--- config.mk ---
export PLATFORM = sky130hd
export DESIGN_NAME = scene_sequencer_flat
export DESIGN_NICKNAME = d
export VERILOG_FILES = /design/src/rtl/scene_sequencer_pkg.sv /design/src/rtl/scene_sequencer_if.sv /design/src/rtl/scene_sequencer_button_debounce.sv /design/src/rtl/scene_sequencer.sv /design/src/flat_wrapper.sv
export SDC_FILE = /design/constraint.sdc
export NUM_CORES = 1
export LEC_CHECK = 0
export ABC_AREA = 1
export ABC_CLOCK_PERIOD_IN_PS = 1900
export CAP_MARGIN = 0
export CORE_UTILIZATION = 25
export CTS_CLUSTER_DIAMETER = 100
export DETAILED_ROUTE_END_ITERATION = 8
export PLACE_DENSITY = 0.55
export SKIP_CTS_REPAIR_TIMING = 1
export SLEW_MARGIN = 25
export SYNTH_ARGS = -nofsm -noshare
export SYNTH_HDL_FRONTEND = slang
export SYNTH_HIERARCHICAL = 1
export SYNTH_SLANG_ARGS = --single-unit
export TNS_END_PERCENT = 100
--- constraint.sdc ---
create_clock -name clk_0 -period 1.9 [get_ports clk_0]
set_input_delay 0.38 -clock clk_0 [delete_from_list [all_inputs] [get_ports clk_0]]
set_output_delay 0.38 -clock clk_0 [all_outputs]
set_load 0.01 [all_outputs]
--- src/rtl/scene_sequencer_pkg.sv ---
// Shared types and constants for the scene sequencer: FSM encoding,
// colour slice width and the scene-advance helper.
package scene_sequencer_pkg;

    localparam int RGB_W = 3;
    localparam int SEL_W = 3;

    typedef enum logic [1:0] {
        ST_SHOW    = 2'd0,
        ST_PENDING = 2'd1,
        ST_BLANK   = 2'd2
    } state_t;

    // Advance to the next scene, wrapping after the last one.
    function automatic logic [SEL_W-1:0] next_scene(input logic [SEL_W-1:0] sel,
                                                    input int num_scenes);
        return (int'(sel) == num_scenes - 1) ? '0 : sel + 1'b1;
    endfunction

endpackage

--- src/rtl/scene_sequencer_if.sv ---
// Video-side bundle of the scene sequencer: pixel timing and scene colours in,
// DAC colour bits and status out.
interface scene_sequencer_if #(
    parameter int NUM_SCENES = 4
);
    import scene_sequencer_pkg::*;

    logic [9:0]                  pixel_x;
    logic [9:0]                  pixel_y;
    logic                        video_on;
    logic [RGB_W*NUM_SCENES-1:0] scene_rgb;
    logic                        red;
    logic                        green;
    logic                        blue;
    logic [SEL_W-1:0]            scene_sel;
    logic                        frame_tick;

    modport master (
        output pixel_x, pixel_y, video_on, scene_rgb,
        input  red, green, blue, scene_sel, frame_tick
    );

    modport slave (
        input  pixel_x, pixel_y, video_on, scene_rgb,
        output red, green, blue, scene_sel, frame_tick
    );

endinterface

--- src/rtl/scene_sequencer_button_debounce.sv ---
// Two-flop synchronizer plus debounce counter for an active-low push button;
// emits the debounced level and a one-cycle pulse on each press.
module button_debounce #(
    parameter int DEBOUNCE_CYCLES = 250000
) (
    input  logic clk_0,
    input  logic rst,
    input  logic btn_n,
    output logic level,
    output logic press
);
    localparam int CNT_W = $clog2(DEBOUNCE_CYCLES + 1);

    logic             sync_1;
    logic             sync_2;
    logic [CNT_W-1:0] cnt;

    // NOTE: sequential state uses non-blocking assignments so every flop samples pre-edge values.
    always_ff @(posedge clk_0) begin
        if (!rst) begin
            sync_1 <= 1'b1;
            sync_2 <= 1'b1;
        end else begin
            sync_1 <= btn_n;
            sync_2 <= sync_1;
        end
    end

    // Any sample agreeing with the current level restarts the stability count.
    always_ff @(posedge clk_0) begin
        if (!rst) begin
            cnt   <= '0;
            level <= 1'b1;
            press <= 1'b0;
        end else begin
            press <= 1'b0;
            if (sync_2 == level) begin
                cnt <= '0;
            end else if (cnt == CNT_W'(DEBOUNCE_CYCLES - 1)) begin
                cnt   <= '0;
                level <= sync_2;
                press <= ~sync_2;
            end else begin
                cnt <= cnt + 1'b1;
            end
        end
    end

endmodule

--- src/rtl/scene_sequencer.sv ---
// Selects one of NUM_SCENES colour generators for the DAC, advancing on a
// debounced button press or a frame-count timeout, with one black frame per change.
module scene_sequencer
    import scene_sequencer_pkg::*;
#(
    parameter int NUM_SCENES       = 4,
    parameter int FRAMES_PER_SCENE = 300,
    parameter int DEBOUNCE_CYCLES  = 250000,
    parameter int h_video          = 640,
    parameter int v_video          = 480
) (
    input  logic clk_0,
    input  logic rst,
    input  logic btn_next,
    input  logic auto_en,
    scene_sequencer_if.slave vid
);
    state_t           state;
    state_t           state_nxt;
    logic [SEL_W-1:0] sel;
    logic [9:0]       frame_cnt;
    logic             frame_end;
    logic             auto_req;
    logic             advance;
    logic             show_pix;
    logic             btn_level;
    logic             btn_press;
    logic             press_evt;
    logic [RGB_W-1:0] pix;
    logic [RGB_W-1:0] rgb_q;
    logic             tick_q;

    button_debounce #(
        .DEBOUNCE_CYCLES(DEBOUNCE_CYCLES)
    ) u_button_debounce (
        .clk_0 (clk_0),
        .rst   (rst),
        .btn_n (btn_next),
        .level (btn_level),
        .press (btn_press)
    );

    assign press_evt = btn_press & ~btn_level;
    assign frame_end = vid.video_on
                     && (vid.pixel_x == 10'(h_video - 1))
                     && (vid.pixel_y == 10'(v_video - 1));
    assign auto_req  = auto_en && frame_end
                     && (frame_cnt == 10'(FRAMES_PER_SCENE - 1));

    always_ff @(posedge clk_0) begin
        if (!rst) state <= ST_SHOW;
        else      state <= state_nxt;
    end

    // NOTE: every always_comb output gets a default first so no path can infer a latch.
    always_comb begin
        state_nxt = state;
        case (state)
            ST_SHOW: begin
                if (auto_req)       state_nxt = ST_BLANK;
                else if (press_evt) state_nxt = ST_PENDING;
            end
            ST_PENDING: if (frame_end) state_nxt = ST_BLANK;
            ST_BLANK:   if (frame_end) state_nxt = ST_SHOW;
            default:    state_nxt = ST_SHOW;
        endcase
    end

    // Scene changes only on entry to BLANK, so a press and a timeout in one frame advance once.
    always_comb begin
        advance  = 1'b0;
        show_pix = 1'b1;
        case (state)
            ST_SHOW:    advance  = auto_req;
            ST_PENDING: advance  = frame_end;
            ST_BLANK:   show_pix = 1'b0;
            default:    show_pix = 1'b0;
        endcase
    end

    always_ff @(posedge clk_0) begin
        if (!rst)         sel <= '0;
        else if (advance) sel <= next_scene(sel, NUM_SCENES);
    end

    always_ff @(posedge clk_0) begin
        if (!rst)                            frame_cnt <= '0;
        else if (!auto_en || advance)        frame_cnt <= '0;
        else if (frame_end && state == ST_SHOW) frame_cnt <= frame_cnt + 1'b1;
    end

    always_comb begin
        pix = '0;
        for (int k = 0; k < NUM_SCENES; k++) begin
            if (sel == SEL_W'(k)) pix = vid.scene_rgb[k*RGB_W +: RGB_W];
        end
    end

    always_ff @(posedge clk_0) begin
        if (!rst) begin
            rgb_q  <= '0;
            tick_q <= 1'b0;
        end else begin
            rgb_q  <= (vid.video_on && show_pix) ? pix : '0;
            tick_q <= frame_end;
        end
    end

    assign vid.red        = rgb_q[2];
    assign vid.green      = rgb_q[1];
    assign vid.blue       = rgb_q[0];
    assign vid.scene_sel  = sel;
    assign vid.frame_tick = tick_q;

endmodule

--- src/flat_wrapper.sv ---
// flat-port wrapper written by rule: the top's interface ports become plain ports
module scene_sequencer_flat import scene_sequencer_pkg::*;
#(
    parameter int NUM_SCENES       = 4,
    parameter int FRAMES_PER_SCENE = 300,
    parameter int DEBOUNCE_CYCLES  = 250000,
    parameter int h_video          = 640,
    parameter int v_video          = 480
)
  (clk_0, rst, btn_next, auto_en, vid_pixel_x, vid_pixel_y, vid_video_on, vid_scene_rgb, vid_red, vid_green, vid_blue, vid_scene_sel, vid_frame_tick);
  scene_sequencer_if #(.NUM_SCENES(NUM_SCENES)) vid_i ();
  input  logic clk_0;
  input  logic rst;
  input  logic btn_next;
  input  logic auto_en;
  input wire logic [$bits(vid_i.pixel_x)-1:0] vid_pixel_x;
  input wire logic [$bits(vid_i.pixel_y)-1:0] vid_pixel_y;
  input wire logic [$bits(vid_i.video_on)-1:0] vid_video_on;
  input wire logic [$bits(vid_i.scene_rgb)-1:0] vid_scene_rgb;
  output wire logic [$bits(vid_i.red)-1:0] vid_red;
  output wire logic [$bits(vid_i.green)-1:0] vid_green;
  output wire logic [$bits(vid_i.blue)-1:0] vid_blue;
  output wire logic [$bits(vid_i.scene_sel)-1:0] vid_scene_sel;
  output wire logic [$bits(vid_i.frame_tick)-1:0] vid_frame_tick;
  assign vid_i.pixel_x = vid_pixel_x;
  assign vid_i.pixel_y = vid_pixel_y;
  assign vid_i.video_on = vid_video_on;
  assign vid_i.scene_rgb = vid_scene_rgb;
  assign vid_red = vid_i.red;
  assign vid_green = vid_i.green;
  assign vid_blue = vid_i.blue;
  assign vid_scene_sel = vid_i.scene_sel;
  assign vid_frame_tick = vid_i.frame_tick;
  scene_sequencer #(.NUM_SCENES(NUM_SCENES), .FRAMES_PER_SCENE(FRAMES_PER_SCENE), .DEBOUNCE_CYCLES(DEBOUNCE_CYCLES), .h_video(h_video), .v_video(v_video)) u_core (.clk_0(clk_0), .rst(rst), .btn_next(btn_next), .auto_en(auto_en), .vid(vid_i));
endmodule
# Yosys cells after proc, flatten, opt, wreduce, memory -nomap -nowiden
# Index checks and enable logic that the tools add are counted.
[classes] add_sub_neg=3 n_eq_ne=14 n_reduce_logical=17 n_mux=12 bitwise=6
[op_table] op="10-bit by 9-bit equality test with 1-bit output, second input constant" n=2
[op_table] op="18-bit by 1-bit adder with 18-bit output, second input constant" n=1
[op_table] op="18-bit equality test, second input constant" n=1
[op_table] op="3-bit two-way mux" n=5
[op_table] op="10-bit by 1-bit adder with 10-bit output, second input constant" n=1
[op_table] op="10-bit equality test, second input constant" n=1
[op_table] op="2-bit two-way mux" n=4
[op_table] op="3-bit by 2-bit equality test with 1-bit output, second input constant" n=2
[op_table] op="1-bit logical AND" n=6
[op_table] op="2-bit one-hot mux with 3 select lines" n=1
[op_table] op="3-bit OR reduction" n=2
[op_table] op="1-bit NOT" n=5
[op_table] op="2-bit by 1-bit != test with 1-bit output, second input constant" n=2
[op_table] op="2-bit AND reduction" n=2
[op_table] op="2-bit OR reduction" n=2
[op_table] op="3-bit by 1-bit adder with 3-bit output, second input constant" n=1
[op_table] op="3-bit by 1-bit equality test with 1-bit output, second input constant" n=1
[op_table] op="3-bit equality test, second input constant" n=1
[op_table] op="3-bit zero test" n=1
[op_table] op="3-bit by 1-bit != test with 1-bit output, second input constant" n=1
[op_table] op="3-bit AND reduction" n=1
[op_table] op="2-bit by 1-bit equality test with 1-bit output, second input constant" n=1
[op_table] op="2-bit equality test, second input constant" n=1
[op_table] op="2-bit zero test" n=1
[op_table] op="6 further kinds" n=6
[totals] output_inout_bits=7 word_cells=62 in_bits=37 regBits=41

# Logic depth before layout (Yosys ltp)
[logic_depth] ltp_word=8 depth_mapped=11 mapped_depth_nobuf=11

# Hierarchy
# The synthesis kept the hierarchy.
[by_module_without_submodules] mod="scene_sequencer" instances=1 area_per_inst_um2=1390.1 cells_each=221 seq_area_each_um2=380.4
[by_module_without_submodules] mod="button_debounce" instances=1 area_per_inst_um2=1072.3 cells_each=140 seq_area_each_um2=440.4

# Least setup slack after synthesis
# Ideal clock, no wire load.
[synth_path] path_type="flip-flop to flip-flop" startpoint="register u_core.u_button_debounce.cnt[0]" endpoint="register u_core.u_button_debounce.cnt[13]" path_slack_ps=482 stages_incl_launch_ff=8 required_ps=1785 setup_time_ps=115 synth_period_minus_slack_ps=1418 arrival_ps=1303 path_buffers=1 path_cell_list="dfxtp_1 > ha_1 > nand3_4 > nor3_4 > nand3_2 > nand2_4 > buf_12 > nor2_2"
[synth_via] elab_chain_cells=2 word_cells_on_any_way=3 classes_between="1 x add/sub; 1 x eq/ne; 1 x reduce/logical"
[synth_lines] element="start, declared" line_no="scene_sequencer_button_debounce.sv:16" rtl="logic [CNT_W-1:0] cnt;"
[synth_lines] element="start signal, assigned" line_no="scene_sequencer_button_debounce.sv:44" rtl="cnt <= cnt + 1'b1;"
[synth_lines] element="branches (longest 2 deep; another with 18-bit by 1-bit adder with 18-bit output)"
# Parallel ways; which one is timed is not known.
# A chain may end at the register's enable or synchronous reset.

# Worst setup path in the final report
[layout_path] startpoint="register u_core.sel[2] (netlist: u_core/vid.scene_sel[2])" endpoint="output port vid_scene_sel[2]"
[layout_rtl] element="start, declared" line_no="scene_sequencer.sv:20" rtl="logic [SEL_W-1:0] sel;"
[layout_rtl] element="start signal, assigned" line_no="scene_sequencer.sv:83" rtl="else if (advance) sel <= next_scene(sel, NUM_SCENES);"
[layout_rtl] element="end, declared" line_no="flat_wrapper.sv:23" rtl="output wire logic [$bits(vid_i.scene_sel)-1:0] vid_scene_sel;"
# No word-level cell between the ends.

==> metrics.txt <==
run status finished, final reports clean; largest net degree at the start of global routing 19; highest ir drop seen on vdd 0.239 mV; total global routing overflow 0; Max Fclk 607 MHz; cell count after placement around 540; largest fanout on the critical path 5; max-cap violations 0; buffers plus inverters on the worst setup path 1; effective utilization at floorplan 0.263; Finished Layout Cells 544; placeable core area ~9400 µm²; power density of the placed cells 546 nW/µm²; area share of the largest cell type after synthesis 0.333; cell accounting for the most synthesized area sky130_fd_sc_hd__dfxtp_1; reported leakage power between 1 and 1.5 nW; Least-Margin Pin Slew 0.354 ns; estimated wirelength of the detail-placed design between 4 and 5 mm; synthesis-to-layout area growth 29.2%; clk sink count 41; antenna violations before repair 0; number of nets with antenna violations after routing 0; post-layout net count ~460; count of warnings emitted by yosys 6; Crit-path slowest cell sky130_fd_sc_hd__clkdlybuf4s50_1; worst flop-to-flop path endpoint u_core/u_button_debounce/cnt[11]; cell count of the worst reg-to-reg path 6; unrepaired setup endpoints after global routing no; 1st-iter DRT viols 100; Worst path top cell family by delay buffers and inverters; last weighted congestion value of the routability-driven placer 0.874; number of cells on the worst hold path 2; most common flop cell mapped by yosys sky130_fd_sc_hd__dfxtp_1; area enclosed by the die boundary 10,300 µm²; count of final max-slew check failures 0; clk slew on worst S/H paths about 0.08 ns; cell row count 35; share of synthesized registers carrying an async set or reset 0; total wirelength of the detailed-routed design 5.22 mm; class of the tightest hold or removal check flop to flop; combined area of all synthesized cells 2460 µm²; post-DR vias/cell 4.16; Worst Path Arrival 1.27 ns; delay contributed by the slowest stage of the critical path between 0.5 and 0.6 ns; Port-buffer cells 43; wire length of the first global-routing pass between 9 and 10 mm; Critical Path Stages 1; first-pass iteration count of the detailed router 4; remaining routing DRC violations 0; boundary pin count 44; Cell Chain, Critical Path clkdlybuf4s50_1; die boundary height 101 µm; maximum clock skew at final layout 0.00839 ns; Overall Global Routing Usage 0.111; fillers 1,019; sequential-to-total area share from yosys stat 0.333; kind of end point of the critical path output port; post-synth cell types 31; list of most frequent post-synthesis cells sky130_fd_sc_hd__nand2_1 (96), sky130_fd_sc_hd__inv_1 (51), sky130_fd_sc_hd__nor2_1 (49); clock buffers created by TritonCTS 5; data required time of the critical path 1.52 ns; final cell utilization of the core 0.339; clk root buf sky130_fd_sc_hd__clkbuf_8; most frequent cell after synthesis sky130_fd_sc_hd__nand2_1; antenna cells 0; syn nets between 400 and 500; register bit count reported by yosys 41; crit share post-route 0.868; clock latency on the worst-skew pair 0.30 ns; source of the worst register-to-register timing path u_core/u_button_debounce/cnt[0]; vias in the first global route 2,150; Final Critical Period 1.65 ns; Worst Setup Path Type flop to output port; reg-to-reg slack, setup 0.33 ns; per-instance average area after synthesis just under 7 µm²; startpoint class of the critical path flop; most area-consuming cells after synthesis sky130_fd_sc_hd__dfxtp_1 (33%), sky130_fd_sc_hd__nand2_1 (15%), sky130_fd_sc_hd__inv_1 (7.8%); final hold violation count 0; # H-tree levels 2; first element of the critical path u_core/vid.scene_sel[2]; number of enable flip-flop cells after synthesis 0; via count 2,262; final-report setup violation count 0; TritonCTS clock tree yes; floorplan die width approximately 100 µm; max_slew headroom 0.762; detailed-route wire length per cell 9.59 µm; synthesized instance count 361; capturing element of the worst setup path vid_scene_sel[2]; Clock Tree Buf Depth 2; share of final-layout standard cells stronger than drive strength 1 0.118
-- how the worst min path moves through the flow --
stage / startpoint / to
after floorplan: u_core/u_button_debounce/sync_1 / u_core/u_button_debounce/sync_2
after global placement: u_core/u_button_debounce/sync_1 / u_core/u_button_debounce/sync_2
after detailed placement: u_core/u_button_debounce/sync_1 / u_core/u_button_debounce/sync_2
after CTS: u_core/u_button_debounce/sync_1 / u_core/u_button_debounce/sync_2
after global routing: u_core/u_button_debounce/sync_1 / u_core/u_button_debounce/sync_2
final: u_core/u_button_debounce/sync_1 / u_core/u_button_debounce/sync_2
-- layer usage --
metal | vias up | part of all wire | GRT usage
li1 | 1231 | - | -
met1 | 979 | 0.51 | 0.141
met2 | 45 | 0.43 | 0.186
met3 | 7 | 0.050 | 0.0207
met4 | 0 | 0.014 | 0.0435
met5 | - | 0 | 0
-- per-stage QoR --
stage	power (mW)	area, µm²	setup TNS, ns	hold WS, ns	setup WS [ns]
floorplan	0.929	2460	0	0.380	0.482
detailed placement	1.03	3060	0	0.391	0.0114
CTS	1.77	3180	0	0.412	0.233
global placement	1.03	3060	-0.000819	0.383	-0.000819
global route	1.81	3180	0	0.427	0.124
finish	1.74	3180	0	0.407	0.251
-- placed cells by master, fill, tap and decap left out, drive strengths merged --
master,count
a21oi,13
clkdlybuf4s50,43
o21bai,3
or2,4
xor2,12
ha,6
nand2,98
inv,52
o211ai,3
dfxtp,41
o21ai,9
nor3b,1
bufinv,1
clkbuf,7
buf,4
nor2,73
nand3,26
nor3,5
nand3b,3
nand4,8
xnor2,3
-- cell type report --
cell class / count / area, µm² / area share
multi-input combinational: 267 / 1430 / 0.448
timing repair buffer: 47 / 460 / 0.145
sequential: 41 / 821 / 0.258
tap: 129 / 161 / 0.0507
clock inverter: 1 / 30.0 / 0.00944
clock buffer: 7 / 86.3 / 0.0271
inverter: 52 / 195 / 0.0614
-- power breakdown --
| group | internal, mW | leakage [nW] | switching, mW | total [mW] |
|---|---|---|---|---|
| clock network | 0.428 | 0.0585 | 0.303 | 0.732 |
| logic | 0.0875 | 0.787 | 0.0521 | 0.140 |
| registers | 0.864 | 0.331 | 0.00260 | 0.866 |
| total | 1.38 | 1.18 | 0.358 | 1.74 |
-- flip-flops by register name, indices dropped and copies added, names as in the netlist --
| name | count |
|---|---|
| u_core/u_button_debounce/level | 1 |
| u_core/u_button_debounce/cnt | 18 |
| u_core/vid.frame_tick | 1 |
| u_core/u_button_debounce/sync_2 | 1 |
| u_core/u_button_debounce/sync_1 | 1 |
| u_core/vid.scene_sel | 3 |
| u_core/frame_cnt | 10 |
| u_core/rgb_q | 3 |
| u_core/u_button_debounce/press | 1 |
| u_core/state | 2 |
-- logic make-up (layout without fill, tap and decap cells) --
logic type	Yosys count	in the layout	synth area share
simple gates	218	218	0.424
flops	41	41	0.333
buf+inv	53	107	0.0874
xor+xnor	15	15	0.0534
compound gates	28	28	0.0716
fa+ha+maj	6	6	0.0305
Note: power is estimated with default switching activity, not from simulation.
